`config.mk`:
```
export PLATFORM = sky130hd
export DESIGN_NAME = wb_commit_trace
export DESIGN_NICKNAME = d
export VERILOG_FILES = /design/src/rtl/wb_trace_pkg.sv /design/src/rtl/wb_trace_mem.sv /design/src/rtl/wb_commit_trace.sv
export SDC_FILE = /design/constraint.sdc
export NUM_CORES = 1
export LEC_CHECK = 0
export CAP_MARGIN = 20
export CELL_PAD_IN_SITES_DETAIL_PLACEMENT = 0
export CELL_PAD_IN_SITES_GLOBAL_PLACEMENT = 1
export CORE_UTILIZATION = 58
export DETAILED_ROUTE_END_ITERATION = 8
export PLACE_DENSITY = 0.89
export SKIP_LAST_GASP = 1
export SLEW_MARGIN = 30
export SYNTH_ARGS = -nofsm -noshare
export SYNTH_HDL_FRONTEND = slang
export SYNTH_SLANG_ARGS = --single-unit
```
`constraint.sdc`:
```
create_clock -name clock -period 21.3 [get_ports clock]
set_clock_uncertainty 0.15 [all_clocks]
set_input_delay 5.325 -clock clock [delete_from_list [all_inputs] [get_ports clock]]
set_output_delay 5.325 -clock clock [all_outputs]
set_load 0.1 [all_outputs]
```
`src/rtl/wb_trace_pkg.sv`:
```
// wb_trace_pkg: shared constants for the writeback commit trace.
// Trace entry layout, MSB to LSB: {reg, data, pc, seq[, cycle]}.
// Defining WB_TRACE_TIMESTAMP_EN appends a 32-bit capture-cycle field.
package wb_trace_pkg;

  localparam logic [4:0] REG_ZERO = 5'd0;

  localparam int TR_REG_W  = 5;
  localparam int TR_DATA_W = 32;
  localparam int TR_PC_W   = 12;
  localparam int TR_SEQ_W  = 16;
`ifdef WB_TRACE_TIMESTAMP_EN
  localparam int TR_CYC_W  = 32;
`else
  localparam int TR_CYC_W  = 0;
`endif

  // Bit offsets for the default field widths
  localparam int TR_CYC_LSB  = 0;
  localparam int TR_SEQ_LSB  = TR_CYC_LSB + TR_CYC_W;
  localparam int TR_PC_LSB   = TR_SEQ_LSB + TR_SEQ_W;
  localparam int TR_DATA_LSB = TR_PC_LSB + TR_PC_W;
  localparam int TR_REG_LSB  = TR_DATA_LSB + TR_DATA_W;

  localparam int TRACE_ENTRY_W = TR_REG_LSB + TR_REG_W;

  // Entry width for non-default PC/seq widths
  function automatic int trace_entry_w(input int pc_w, input int seq_w);
    return TR_REG_W + TR_DATA_W + pc_w + seq_w + TR_CYC_W;
  endfunction

endpackage

```
`src/rtl/wb_trace_mem.sv`:
```
// wb_trace_mem: DEPTH x W trace storage, one synchronous write port,
// one asynchronous read port.
module wb_trace_mem #(
  parameter int DEPTH  = 16,
  parameter int ADDR_W = 4,
  parameter int W      = 65
) (
  input  logic              clock,
  input  logic              we,
  input  logic [ADDR_W-1:0] waddr,
  input  logic [W-1:0]      wdata,
  input  logic [ADDR_W-1:0] raddr,
  output logic [W-1:0]      rdata
);

  logic [W-1:0] mem_q [DEPTH];

  // Write the captured entry on the clock edge
  always_ff @(posedge clock) begin
    if (we) mem_q[waddr] <= wdata;
  end

  assign rdata = mem_q[raddr];

endmodule

```
`src/rtl/wb_commit_trace.sv`:
```
// wb_commit_trace: captures qualifying register writebacks into a
// show-ahead trace FIFO drained over valid/ready. Overflow is sticky and
// dropped commits are counted. Optional macro WB_TRACE_TIMESTAMP_EN adds
// a free-running cycle stamp per entry on out_cycle.
module wb_commit_trace
  import wb_trace_pkg::*;
#(
  parameter int DEPTH  = 16,
  parameter int ADDR_W = 4,
  parameter int PC_W   = 12,
  parameter int SEQ_W  = 16
) (
  input  logic              clock,
  input  logic              reset,
  input  logic              wb_we,
  input  logic [4:0]        wb_reg,
  input  logic [31:0]       wb_data,
  input  logic [PC_W-1:0]   wb_pc,
  input  logic              freeze,
  output logic              out_valid,
  input  logic              out_ready,
  output logic [4:0]        out_reg,
  output logic [31:0]       out_data,
  output logic [PC_W-1:0]   out_pc,
  output logic [SEQ_W-1:0]  out_seq,
`ifdef WB_TRACE_TIMESTAMP_EN
  output logic [31:0]       out_cycle,
`endif
  output logic [ADDR_W:0]   count,
  output logic              full,
  output logic              overflow,
  output logic [15:0]       drop_count
);

  // Field offsets for this instance's widths
  localparam int L_SEQ   = TR_CYC_W;
  localparam int L_PC    = L_SEQ + SEQ_W;
  localparam int L_DATA  = L_PC + PC_W;
  localparam int L_REG   = L_DATA + TR_DATA_W;
  localparam int ENTRY_W = trace_entry_w(PC_W, SEQ_W);

  logic [ADDR_W:0]   wptr_q, wptr_d, rptr_q, rptr_d;
  logic [SEQ_W-1:0]  seq_q, seq_d;
  logic              ovf_q, ovf_d;
  logic [15:0]       drop_q, drop_d;
  logic [ENTRY_W-1:0] last_q, last_d;
  logic [ENTRY_W-1:0] wr_entry, head, shown;
  logic              qual, push, pop, drop;
`ifdef WB_TRACE_TIMESTAMP_EN
  logic [31:0]       cyc_q, cyc_d;
`endif

  // Occupancy derived from the extra pointer bit
  assign count     = wptr_q - rptr_q;
  assign full      = (count == (ADDR_W+1)'(DEPTH));
  assign out_valid = (count != '0);

  // Commit qualification and FIFO handshake
  always_comb begin
    qual = wb_we && (wb_reg != REG_ZERO) && !freeze;
    pop  = out_valid && out_ready;
    push = qual && (!full || pop);
    drop = qual && full && !pop;
  end

  // Pack the committing instruction into a trace entry
  always_comb begin
    wr_entry = '0;
    wr_entry[L_REG  +: TR_REG_W]  = wb_reg;
    wr_entry[L_DATA +: TR_DATA_W] = wb_data;
    wr_entry[L_PC   +: PC_W]      = wb_pc;
    wr_entry[L_SEQ  +: SEQ_W]     = seq_q;
`ifdef WB_TRACE_TIMESTAMP_EN
    wr_entry[0 +: 32]             = cyc_q;
`endif
  end

  wb_trace_mem #(
    .DEPTH  (DEPTH),
    .ADDR_W (ADDR_W),
    .W      (ENTRY_W)
  ) u_mem (
    .clock (clock),
    .we    (push),
    .waddr (wptr_q[ADDR_W-1:0]),
    .wdata (wr_entry),
    .raddr (rptr_q[ADDR_W-1:0]),
    .rdata (head)
  );

  // Next-state for pointers, seq, overflow tracking and held output
  always_comb begin
    wptr_d = wptr_q + (ADDR_W+1)'(push);
    rptr_d = rptr_q + (ADDR_W+1)'(pop);
    seq_d  = qual ? seq_q + 1'b1 : seq_q;
    ovf_d  = ovf_q | drop;
    drop_d = (drop && drop_q != 16'hFFFF) ? drop_q + 16'd1 : drop_q;
    // Track the head so outputs hold once the FIFO drains
    last_d = out_valid ? head : last_q;
`ifdef WB_TRACE_TIMESTAMP_EN
    cyc_d  = cyc_q + 32'd1;
`endif
  end

  // State registers with synchronous active-low reset
  always_ff @(posedge clock) begin
    if (!reset) begin
      wptr_q <= '0;
      rptr_q <= '0;
      seq_q  <= '0;
      ovf_q  <= 1'b0;
      drop_q <= '0;
      last_q <= '0;
`ifdef WB_TRACE_TIMESTAMP_EN
      cyc_q  <= '0;
`endif
    end else begin
      wptr_q <= wptr_d;
      rptr_q <= rptr_d;
      seq_q  <= seq_d;
      ovf_q  <= ovf_d;
      drop_q <= drop_d;
      last_q <= last_d;
`ifdef WB_TRACE_TIMESTAMP_EN
      cyc_q  <= cyc_d;
`endif
    end
  end

  // Show-ahead head while valid, otherwise the last head seen
  assign shown      = out_valid ? head : last_q;
  assign out_reg    = shown[L_REG  +: TR_REG_W];
  assign out_data   = shown[L_DATA +: TR_DATA_W];
  assign out_pc     = shown[L_PC   +: PC_W];
  assign out_seq    = shown[L_SEQ  +: SEQ_W];
`ifdef WB_TRACE_TIMESTAMP_EN
  assign out_cycle  = shown[0 +: 32];
`endif
  assign overflow   = ovf_q;
  assign drop_count = drop_q;

endmodule

```
==> impl.org, run 1 <==
** Outcome
- The run finished with clean final reports.

** Route
- Final wirelength :: 102 mm
- In this run the remaining antenna-violating nets after routing total 0.
- Before antenna repair, the detailed router went through 5 iterations.
- In this run, the number of DRC markers left after iteration 0 of detailed routing was about 2700.
- Post-DR vias/cell :: between 6 and 7
- DRC Markers :: 0
- Dividing the detail-routed wire length by the instance count gives slightly above 30 µm.
- Detailed routing inserted a total of about 22000 vias.

** GRT
- Wire length of the first global-routing pass :: ~150 mm
- Entering global routing, the biggest net connects 75 pins.
- For this run, the total global-route usage over all layers was measured as 0.275.
- Total global routing overflow :: 0
- The via count of the first global-routing pass was roughly 23000.
- Antenna violations before repair :: 2

** Die
- The core region is about 74000 µm².
- In this run the vertical extent of the chip is approximately 280 µm.
- The initial utilization of the core area, before any placement, comes to 0.590.
- The initialized floorplan defines 99 standard-cell rows.
- Horizontal extent of the die :: 276 µm
- During I/O placement, the number of pins put on the boundary was about 140.
- Area of the die :: between 70000 and 80000 µm²

** Power and ir drop
- In this run the static leakage power is ~16 nW.
- Across the VDD grid, the largest voltage drop is between 100 and 150 µV.
- Dividing total power by cell area gives a power density of approximately 140 nW/µm².

** Timing
- The number of hold-slack violations in the final timing report came to 0.
- For the pin with the worst max-slew slack, the measured transition is 1.03 ns.
- Number of endpoints failing setup at the final stage :: 0
- Highest clock rate :: 0.0882 GHz
- Minimum setup slack in the final design :: about 10 ns
- Setup total negative slack on the finished layout was measured at 0 ns.
- Final Hold Slack :: about 0.36 ns
- Dividing the final minimum period by the clock period gives 0.532.
- Setup repair after global routing left no endpoint under its margin.
- Counting I/O delays and the setup requirement, the final critical path takes ~11 ns.
- Final-report max-slew violation count :: 0
- Headroom to the max-slew limit :: 0.315

** CTS
- Maximum level of the CTS H-tree :: 3
- TritonCTS built the clock tree.
- Setup fix buffers added after clock tree synthesis :: 0
- Total clock buffers created by CTS :: 108
- Clock Sinks :: 1148
- Buffers inserted to repair hold after CTS numbered 0.
- The cell sitting at the root of the clock tree is a sky130_fd_sc_hd__clkbuf_16.
- The clock reaches the later pin of the worst-skew pair after approximately 0.7 ns.
- Clock-pin slew on the worst setup and hold paths :: 0.06 ns
- Post-cts resize count :: 0
- Bufs on Longest Clock Path :: 3

** Place
- Gp weighted congestion :: approximately 0.76
- Post-Place Setup Slack :: about 11 ns
- In this run the cell area measured after placement is ~46000 µm².
- # port buffers :: 142
- Detailed placement ended at an HPWL of approximately 48 mm.

** Synthesis
- Sorting the synthesized cells by how often they occur yields sky130_fd_sc_hd__edfxtp_1, sky130_fd_sc_hd__mux4_2, sky130_fd_sc_hd__a22oi_1, sky130_fd_sc_hd__dfxtp_1, sky130_fd_sc_hd__nand2_1.
- Gate Count Post-Synth :: just over 2000
- The synthesized netlist contains 42 unique library cells.
- Predominant post-synthesis flop cell :: sky130_fd_sc_hd__edfxtp_1
- Number of enable-type register cells in the synthesized netlist :: 1040
- Cell type with the largest total area after synthesis :: sky130_fd_sc_hd__edfxtp_1
- After synthesis, the share of flip-flops with an asynchronous set or reset is 0.
- Area of the mapped netlist :: 43400 µm²
- Cell with the most instances after synthesis :: sky130_fd_sc_hd__edfxtp_1
- Synthesis inferred 1148 register bits.
- Share of the yosys chip area belonging to registers :: 0.769
- Total nets after synthesis :: between 2000 and 2500
- Share of the synthesized area in the top cell type :: 0.719
- Count of synthesis-stage warnings from yosys :: 0
- Dominant cells by area after synthesis :: sky130_fd_sc_hd__edfxtp_1, sky130_fd_sc_hd__mux4_2, sky130_fd_sc_hd__dfxtp_1, sky130_fd_sc_hd__a22oi_1, sky130_fd_sc_hd__mux2_1
- Post-Syn Area per Cell :: approximately 21 µm²

** Layout
- Layout filler cell count :: 4339
- Share of post-route cells with drive strength above 1 :: 0.218
- After the last flow step, the layout net total stands at 2324.
- Compared with the post-synthesis result, the final layout area differs by 14.9%.
- Sequential standard cell area :: between 30000 and 40000 µm²
- Area of the multi-input gates :: roughly 9700 µm²
- Once layout is complete, the utilization of the core stands at 0.679.
- Design area :: around 50000 µm²
- Antenna fix cells :: 0

** Critical path
- STA classifies the critical path endpoint as an output pin.
- Walking the worst path, the cells encountered are buf_4 > buf_16 > buf_6 > buf_4 > mux4_2 > a22oi_1 > nand2_1 > mux2_1 > clkdlybuf4s50_1.
- At the worst endpoint, the arrival time is just under 6 ns.
- Delay of the slowest cell on the worst path :: 1.02 ns
- Worst-path fanout max :: between 50 and 60
- The critical path is of the flip-flop to output pin type.
- Critical Path Slowest Stage Cell :: sky130_fd_sc_hd__clkdlybuf4s50_1
- Critical path launch point type :: flip-flop
- Buffering stage count on the worst path with inverters included :: 5
- Critical path required time :: between 15 and 20 ns
- Among cell families on the critical path, the largest total delay comes from buffers and inverters.
- Most prevalent standard cell on the critical path :: sky130_fd_sc_hd__buf_4

** Worst hold path
- Worst min path class :: flip-flop to flip-flop

** Job
- Across the run, the number of max-cap violations was 0.
[per-stage QoR]
| step | total power (W) | std cells |
|---|---|---|
| after floorplan | 0.00450 | 2067 |
| after global placement | 0.00497 | 3098 |
| after detailed placement | 0.00501 | 3108 |
| after CTS | 0.00698 | 3309 |
| after global routing | 0.00715 | 3309 |
| final | 0.00694 | 3309 |
[where the power goes]
part / total, W / switching [W] / internal (W)
clock network: 0.00197 / 0.000825 / 0.00114
logic: 0.00240 / 0.00164 / 0.000760
registers: 0.00258 / 0.0000499 / 0.00253
total: 0.00694 / 0.00251 / 0.00443
[per-layer routing]
layer	part of all wire	up-vias	global-route usage
met5	0.00018	-	0
met4	0.030	2	0.0996
met3	0.095	214	0.0463
met2	0.51	1417	0.461
met1	0.36	11575	0.366
li1	-	8905	-
[sequential cells by signal, indices dropped and copies added (netlist names)]
register and count:
last_q 65, overflow 1, seq_q 16, rptr_q 5, u_mem.mem_q 1040, drop_count 16
wptr_q 5
[worst register-to-register path: cells and delay by family, from the launching register on]
family	cells	cell delay [ns]
and+or+nand+nor	3	1.19
DFF	1	0.50
AOI/OAI and AO/OA	2	0.50
xor gates and xnor gates	1	0.45
adders and majority gates	2	0.73
buffers and inverters	2	1.02
[final timing paths]
kind                      start                  end  slack (ns)  cells past startpoint
setup reg to reg      rptr_q[0]  u_mem.mem_q[10][42]       16.31                     10
hold / removal    drop_count[6]        drop_count[6]        0.36                      2
setup / recovery      rptr_q[0]          out_seq[14]        9.96                      9
hold reg to reg   drop_count[6]        drop_count[6]        0.36                      2
[cell families after synthesis]
family                   Yosys count  synth area share
multiplexers                     329             0.153
adder cells (fa/ha/maj)           11           0.00334
AND/OR/NAND/NOR                  266            0.0313
buffers and inverters            126            0.0121
XOR/XNOR                          26           0.00524
AO/OA/AOI/OAI                    161            0.0265
flip-flops                      1148             0.769
[area by class of cell]
class / count / share of cell area
clock buffer: 144 / 0.0597
tap: 959 / 0.0240
timing repair buffer: 194 / 0.0396
sequential: 1148 / 0.669
inverter: 14 / 0.00105
multi-input combinational: 793 / 0.194
clock inverter: 57 / 0.0130
[placed cells by master, fill, tap and decap left out, types with 7 or more instances in the layout]
| cell type | instances |
|---|---|
| sky130_fd_sc_hd__edfxtp_1 | 1040 |
| sky130_fd_sc_hd__clkdlybuf4s50_1 | 141 |
| sky130_fd_sc_hd__xnor2_1 | 7 |
| sky130_fd_sc_hd__clkbuf_8 | 10 |
| sky130_fd_sc_hd__bufinv_16 | 13 |
| sky130_fd_sc_hd__a22oi_1 | 130 |
| sky130_fd_sc_hd__nor2_4 | 13 |
| sky130_fd_sc_hd__nand3_1 | 15 |
| sky130_fd_sc_hd__or3_1 | 9 |
| sky130_fd_sc_hd__nand2_1 | 83 |
| sky130_fd_sc_hd__mux2_2 | 14 |
| sky130_fd_sc_hd__inv_1 | 14 |
| sky130_fd_sc_hd__ha_1 | 10 |
| sky130_fd_sc_hd__mux2_1 | 51 |
| sky130_fd_sc_hd__buf_6 | 8 |
| sky130_fd_sc_hd__buf_4 | 34 |
| sky130_fd_sc_hd__clkbuf_1 | 24 |
| sky130_fd_sc_hd__clkbuf_16 | 110 |
| sky130_fd_sc_hd__nor2_1 | 29 |
| sky130_fd_sc_hd__a21oi_1 | 15 |
| sky130_fd_sc_hd__clkinv_1 | 19 |
| sky130_fd_sc_hd__xor2_1 | 19 |
| sky130_fd_sc_hd__dfxtp_1 | 106 |
| sky130_fd_sc_hd__and2_1 | 73 |
| sky130_fd_sc_hd__mux4_2 | 260 |
| sky130_fd_sc_hd__clkinv_2 | 12 |
Power figures use the tool's default switching activity.
==> run 2, diff against run 1 <==
--- a/config.mk
+++ b/config.mk
@@ -8,9 +8,9 @@
 export CAP_MARGIN = 20
 export CELL_PAD_IN_SITES_DETAIL_PLACEMENT = 0
 export CELL_PAD_IN_SITES_GLOBAL_PLACEMENT = 1
-export CORE_UTILIZATION = 58
+export CORE_UTILIZATION = 54
 export DETAILED_ROUTE_END_ITERATION = 8
-export PLACE_DENSITY = 0.89
+export PLACE_DENSITY = 0.84
 export SKIP_LAST_GASP = 1
 export SLEW_MARGIN = 30
 export SYNTH_ARGS = -nofsm -noshare
==> constraint.sdc (replaced) <==
create_clock -name clock -period 11.8 [get_ports clock]
set_clock_uncertainty 0.15 [all_clocks]
set_input_delay 2.95 -clock clock [delete_from_list [all_inputs] [get_ports clock]]
set_output_delay 2.95 -clock clock [all_outputs]
set_load 0.1 [all_outputs]
==> impl.org, run 2 (synthesis results as in run 1) <==
** Outcome
- The flow ran to the end, and the final reports show no timing, DRC or antenna violations.

** GRT
- The first-pass GRT wire length is 142 mm (-4.3%).
- Total global routing overflow :: 0 (unchanged)
- Maximum number of pins on one net before global-route repair :: 75 (unchanged)
- The global-route usage over all layers came to 0.239 (-0.0361).
- The initial antenna violation count was 4 (+2).
- Number of global-route vias before repair :: 22120 (-3.7%)

** CTS
- Source-to-sink clock delay at the later pin of the worst-skew pair :: 0.67 ns (-0.03 ns)
- The TritonCTS sink count was 1148 (unchanged).
- The count of cells resized by post-cts repair is 0 (unchanged).
- The clock slew at the register clock pins of the worst setup and hold paths came to 0.06 ns (about the same).
- The number of buffers created by CTS came to 110 (+1.9%).
- The count of buffers added by post-CTS timing repair for setup came to 0 (unchanged).
- Number of buffers inserted by hold repair at cts :: 0 (unchanged)
- Cell at the root of the clock tree :: sky130_fd_sc_hd__clkbuf_16
- TritonCTS clock tree :: done
- Bufs on Longest Clock Path :: 3 (unchanged)
- The number of H-tree branching levels is 3 (unchanged).

** Layout
- Largest registers :: u_mem.mem_q (1040), last_q (65)
- The final core area utilization was 0.631 (-0.0478).
- The total inserted antenna cells is 0 (unchanged).
- The library cells used most frequently in the layout, excluding fill and tap cells, are sky130_fd_sc_hd__edfxtp_1, sky130_fd_sc_hd__mux4_2, sky130_fd_sc_hd__clkdlybuf4s50_1, sky130_fd_sc_hd__a22oi_1, sky130_fd_sc_hd__clkbuf_16.
- Largest register by flop count :: u_mem.mem_q
- The library cell used most frequently in the layout, excluding fill and tap cells, is sky130_fd_sc_hd__edfxtp_1.
- Number of flip-flops in the largest register :: 1040 (unchanged)
- Area grow syn2layout :: 15.1%
- Share of post-route cells with drive strength above 1 :: 0.219 (+0.000332)
- Net count reported at finish :: 2319 (-0.22%)
- Layout filler cell count :: 5175 (+19%)

** Route
- Final wirelength :: 96.4 mm (-5.6%)
- The number of detailed-route iterations in the first pass is 6 (+1).
- Routed via count :: 21302 (-3.7%)
- Average wire per cell in the routed design :: 28.4 µm (-8.2%)
- Number of DRC violations after detailed-routing iteration 0 :: 2236 (-17%)
- Post-DR vias/cell :: 6.26 (-6.3%)
- The post-detailed-route DRC marker count came to 0 (unchanged).
- The count of nets left with antenna violations after detail routing was 0 (unchanged).

** Timing
- Headroom to the max-slew limit :: 0.321 (+0.00584)
- Final-report hold violation count :: 0 (unchanged)
- Setup repair after global routing left no endpoint under its margin.
- The slew at the pin closest to its max-slew limit was 1.02 ns (-0.0119 ns).
- The worst slack on hold paths was 0.347 ns (-0.0136 ns).
- Setup TNS Final :: 0 ns (unchanged)
- The total setup violations reported at the end of the flow was 0 (unchanged).
- Shortest clock period the worst path allows after layout :: 8.70 ns
- The final number of max-transition violations is 0 (unchanged).
- Based on the critical path, the design can be clocked at up to about 0.11 GHz.
- Of the available clock period, the critical path in the final layout requires 0.737.

** Die
- Die Height :: 286 µm (+3.6%)
- Starting Density :: 0.548 (-0.0423)
- The I/O pin total is 143 (unchanged).
- Site row count :: 103 (+4.0%)
- Core footprint :: 79300 µm² (+7.7%)
- The horizontal die dimension was 286 µm (+3.6%).
- The die outline area came to 81600 µm² (+7.4%).

** Worst hold path
- The worst hold path stage count was 1 (-1).
- The startpoint identified for the worst hold timing path is overflow.
- Worst min path class :: flip-flop to flip-flop
- Hold-critical path endpoint :: overflow

** Power and ir drop
- The cell area power density came to 250 nW/µm² (+80%).
- The static leakage power is 16.2 nW (+0.10%).
- IR drop worst, VDD :: 310 µV (+110%)

** Critical path
- Worst setup path category :: flip-flop to output pin
- The arrival time reported for the critical path endpoint came to 5.60 ns (-0.27 ns).
- Endpoint type of the worst setup path :: output pin
- Endpoint of the worst-slack reg-to-reg timing path :: u_mem.mem_q[13][10]
- Worst-path fanout max :: 74 (+45%)
- The startpoint identified for the worst register-to-register timing path is rptr_q[1].
- Critical path launch point type :: flip-flop
- The count of cells along the worst register-to-register path was 9 (-1).
- Critical path required time :: 8.70 ns (-7.13 ns)
- Slack of the worst reg-to-reg path :: 6.64 ns (-9.67 ns)

** Job
- The number of max-cap violations came to 0 (unchanged).

** Place
- The HPWL reported at the end of detailed placement came to 46.2 mm (-4.0%).
- The global placer's final weighted congestion is 0.743 (-2.6%).
- # port buffers :: 142 (unchanged)
==> run 2: cell count changes in the layout (fill, tap and decap cells not counted), moves of 3 or more <==
cell / delta
sky130_fd_sc_hd__buf_16: -3
sky130_fd_sc_hd__buf_4: +4
sky130_fd_sc_hd__buf_6: -5
sky130_fd_sc_hd__buf_8: -4
sky130_fd_sc_hd__clkbuf_1: +12
sky130_fd_sc_hd__clkbuf_16: +3
sky130_fd_sc_hd__clkbuf_8: +7
sky130_fd_sc_hd__clkinv_1: -11
sky130_fd_sc_hd__clkinvlp_4: -3
==> run 2: worst max-delay path, stage by stage (launching register included) <==
cell,delay [ns]
sky130_fd_sc_hd__dfxtp_4,0.96
sky130_fd_sc_hd__buf_6,0.74
sky130_fd_sc_hd__buf_4,0.87
sky130_fd_sc_hd__mux4_2,0.43
sky130_fd_sc_hd__a22oi_1,0.30
sky130_fd_sc_hd__nand2_1,0.15
sky130_fd_sc_hd__mux2_1,0.33
sky130_fd_sc_hd__clkdlybuf4s50_1,1.00
==> run 2: worst max path at each step <==
stage	end	start	slack (ns)	cells after the start
final	out_seq[4]	rptr_q[1]	3.10	7
after global placement	out_seq[11]	rptr_q[0]	3.48	8
after global routing	out_reg[4]	rptr_q[1]	2.90	8
after CTS	out_reg[4]	rptr_q[1]	3.05	8
after detailed placement	out_reg[4]	rptr_q[1]	3.78	8
after floorplan	u_mem.mem_q[3][0]	freeze	1.19	4
==> run 2: area by class of cell <==
| cell class | instances | area [µm²] | area share |
|---|---|---|---|
| multi-input cells | 793 | 9650 | 0.193 |
| well taps | 1050 | 1310 | 0.0263 |
| inverters | 14 | 52.6 | 0.00105 |
| repair buffers | 187 | 1830 | 0.0365 |
| clock buffers | 166 | 3200 | 0.0639 |
| flip-flops and latches | 1148 | 33400 | 0.668 |
| clock inverters | 43 | 551 | 0.0110 |
==> run 2: layer usage <==
layer / vias up / GRT usage / wire length [µm]
met1: 11163 / 0.330 / 37800
met2: 1094 / 0.395 / 48500
met3: 148 / 0.0419 / 8150
li1: 8891 / - / -
met4: 6 / 0.0663 / 1910
met5: - / 0 / 34
==> run 2: power breakdown <==
group          leakage [nW]  switching (W)  internal, W  total (W)
sequential             10.7      0.0000635      0.00457    0.00464
combinational          3.72        0.00292      0.00137    0.00429
clock                  1.83        0.00146      0.00213    0.00359
total                  16.2        0.00444      0.00807     0.0125
==> run 2: through the flow <==
step | power [W] | instance area [µm²] | instances | worst slack [ns]
CTS | 0.0126 | 49900 | 3399 | 3.05
floorplan | 0.00812 | 43400 | 2067 | 1.19
finish | 0.0125 | 50000 | 3401 | 3.10
global route | 0.0129 | 50000 | 3401 | 2.90
detailed placement | 0.00904 | 46200 | 3190 | 3.78
global placement | 0.00898 | 46200 | 3189 | 3.48
==> run 3, diff against run 2 <==
==> constraint.sdc (replaced) <==
create_clock -name clock -period 8.86 [get_ports clock]
set_clock_uncertainty 0.15 [all_clocks]
set_input_delay 2.215 -clock clock [delete_from_list [all_inputs] [get_ports clock]]
set_output_delay 2.215 -clock clock [all_outputs]
set_load 0.1 [all_outputs]
==> impl.org, run 3 (synthesis results as in run 1) <==
** Timing
- The setup TNS came to 0 ns (unchanged).
- Final-report hold violation count :: 0 (unchanged)
- Setup repair after global routing left no endpoint under its margin.
- Final-report max-slew violation count :: 0 (unchanged)
- The worst path in the final design needs a cycle of just under 8 ns, including I/O delays and setup.
- Dividing the final minimum period by the clock period gives 0.877.
- Number of endpoints failing setup at the final stage :: 0 (unchanged)
- Headroom to the max-slew limit :: 0.320 (-0.000871)
- For this run, the top clock speed supported by timing is approximately 0.13 GHz.
- Transition time of the tightest slew-check pin :: 1.02 ns (+0.00130 ns)

** Route
- Number of DRC violations after detailed-routing iteration 0 :: 2374 (+6.2%)
- Routed via count :: 21118 (-0.86%)
- Remaining antenna violation count :: 0 (unchanged)
- The post-detailed-route wirelength per cell was 28.0 µm (-1.4%).
- Post-DR vias/cell :: 6.21 (-0.81%)
- DRC Markers :: 0 (unchanged)
- Detailed-routing iteration count for the pre-antenna-repair pass :: 5 (-1)
- The total wirelength of the detailed-routed design is 95.0 mm (-1.5%).

** Layout
- The sequential cell area in the final layout came to 33400 µm² (unchanged).
- Area of the multi-input gates :: 9670 µm² (+0.14%)
- Net count reported at finish :: 2321 (+0.086%)
- The library cell used most frequently in the layout, excluding fill and tap cells, is sky130_fd_sc_hd__edfxtp_1.
- Largest registers :: u_mem.mem_q (1040), last_q (65)
- The area added between synthesis and finish came to 15.2% (about the same).
- In the layout the commonest cells are sky130_fd_sc_hd__edfxtp_1, sky130_fd_sc_hd__mux4_2, sky130_fd_sc_hd__clkdlybuf4s50_1, sky130_fd_sc_hd__a22oi_1, sky130_fd_sc_hd__clkbuf_16.
- u_mem.mem_q holds more flip-flops than any other register.
- The filler cell count is 5111 (-1.2%).
- Number of flip-flops in the largest register :: 1040 (unchanged)
- Share of post-route cells with drive strength above 1 :: 0.218 (-0.000998)
- Core occupancy in the finished layout :: 0.631 (about the same)

** Die
- The y dimension of the die was 286 µm (unchanged).
- IO Pins :: 143 (unchanged)
- Starting Density :: 0.548 (unchanged)
- The die outline area was 81600 µm² (unchanged).
- The number of placement rows was 103 (unchanged).
- Horizontal extent of the die :: 286 µm (unchanged)
- Core footprint :: 79300 µm² (unchanged)

** CTS
- Post-cts resize count :: 0 (unchanged)
- TritonCTS built the clock tree.
- The number of buffers created by CTS was 109 (-0.91%).
- The clock insertion delay at the later pin of the skew report came to 0.66 ns (about the same).
- The number of hold buffers added after CTS was 0 (unchanged).
- The count of buffers added by post-CTS timing repair for setup came to 0 (unchanged).
- The number of H-tree branching levels is 3 (unchanged).
- Cell at the root of the clock tree :: sky130_fd_sc_hd__clkbuf_16
- The clock slew at the register clock pins of the worst setup and hold paths was 0.06 ns (about the same).
- Clock Sinks :: 1148 (unchanged)
- Bufs on Longest Clock Path :: 3 (unchanged)

** Critical path
- The critical path is of the flip-flop to output pin type.
- The required time of the critical path came to 6.50 ns (-2.20 ns).
- The count of cells along the worst register-to-register path is 10 (+1).
- The startpoint identified for the worst register-to-register timing path is rptr_q[0].
- Endpoint of the worst-slack reg-to-reg timing path :: u_mem.mem_q[14][38]
- Data arrival time of the worst path :: 5.41 ns (-0.19 ns)
- The slack of the worst reg-to-reg path came to 3.96 ns (-2.68 ns).
- Endpoint type of the worst setup path :: output pin
- Critical path launch point type :: flip-flop
- Worst-path fanout max :: 40 (-46%)

** Worst hold path
- Worst min path class :: flip-flop to flip-flop
- The worst hold path stage count came to 1 (unchanged).
- The path with the worst hold slack has its endpoint at overflow.
- The worst hold path begins at overflow.

** GRT
- Total global routing overflow :: 0 (unchanged)
- GRT Util Overall :: 0.235 (-0.00359)
- The initial antenna violation count was 4 (unchanged).
- Maximum number of pins on one net before global-route repair :: 116 (+55%)
- Wire length of the first global-routing pass :: 140 mm (-1.7%)
- Number of global-route vias before repair :: 21988 (-0.60%)

** Job
- The number of max-cap violations was 0 (unchanged).

** Place
- Gp weighted congestion :: 0.740 (-0.44%)
- The HPWL reported at the end of detailed placement was 46.2 mm (about the same).
- # port buffers :: 142 (unchanged)

** Power and ir drop
- IR drop worst, VDD :: 264 µV (-15%)
- Total Power :: 0.0164 W (+31%)
- The cell area power density came to 328 nW/µm² (+31%).
- Total leakage power :: 16.2 nW (-0.12%)

** Outcome
- Result of the run :: finished clean
[run 3: critical path, stage by stage (launching register included)]
cell and delay [ns]:
sky130_fd_sc_hd__dfxtp_4 0.88, sky130_fd_sc_hd__ha_1 0.31, sky130_fd_sc_hd__fa_1 0.46, sky130_fd_sc_hd__nand2_1 0.13, sky130_fd_sc_hd__nor3b_2 0.06, sky130_fd_sc_hd__mux2i_2 0.34
sky130_fd_sc_hd__or2_4 0.74, sky130_fd_sc_hd__buf_4 0.40, sky130_fd_sc_hd__mux2_1 0.38, sky130_fd_sc_hd__clkdlybuf4s50_1 0.99
[run 3: worst max-delay path by stage]
stage	start	endpoint	cells past startpoint
after floorplan	wptr_q[0]	u_mem.mem_q[2][0]	10
after global routing	rptr_q[0]	out_pc[5]	9
after CTS	rptr_q[0]	out_data[10]	9
after detailed placement	rptr_q[0]	out_data[10]	9
after global placement	rptr_q[0]	out_seq[7]	9
final	rptr_q[0]	out_data[10]	9
[run 3: final cells by class]
cell class                 instances  area share
multi-input combinational        793       0.193
sequential                      1148       0.668
inverter                          14     0.00105
antenna                            1   0.0000500
timing repair buffer             190      0.0419
clock buffer                     157      0.0626
tap                             1050      0.0263
clock inverter                    46     0.00743
[run 3: per-layer routing]
metal,GRT usage,up-vias,share of wire
li1,-,8893,-
met1,0.327,11058,0.39
met2,0.392,1043,0.51
met3,0.0362,122,0.085
met4,0.0628,2,0.019
met5,0,-,0.00014
[run 3: power by group]
group | switching, W | internal (W)
Combinational | 0.00385 | 0.00184
Clock | 0.00190 | 0.00262
Sequential | 0.000117 | 0.00609
[run 3: per-stage QoR]
| stage | worst slack [ns] | hold WS, ns | area [µm²] | std cells |
|---|---|---|---|---|
| after floorplan | 0.0689 | 0.348 | 43400 | 2067 |
| after detailed placement | 1.72 | 0.311 | 46500 | 3192 |
| final | 1.09 | 0.341 | 50000 | 3399 |
| after CTS | 1.01 | 0.337 | 50000 | 3395 |
| after global placement | 1.83 | 0.306 | 46300 | 3187 |
| after global routing | 0.841 | 0.350 | 50000 | 3399 |
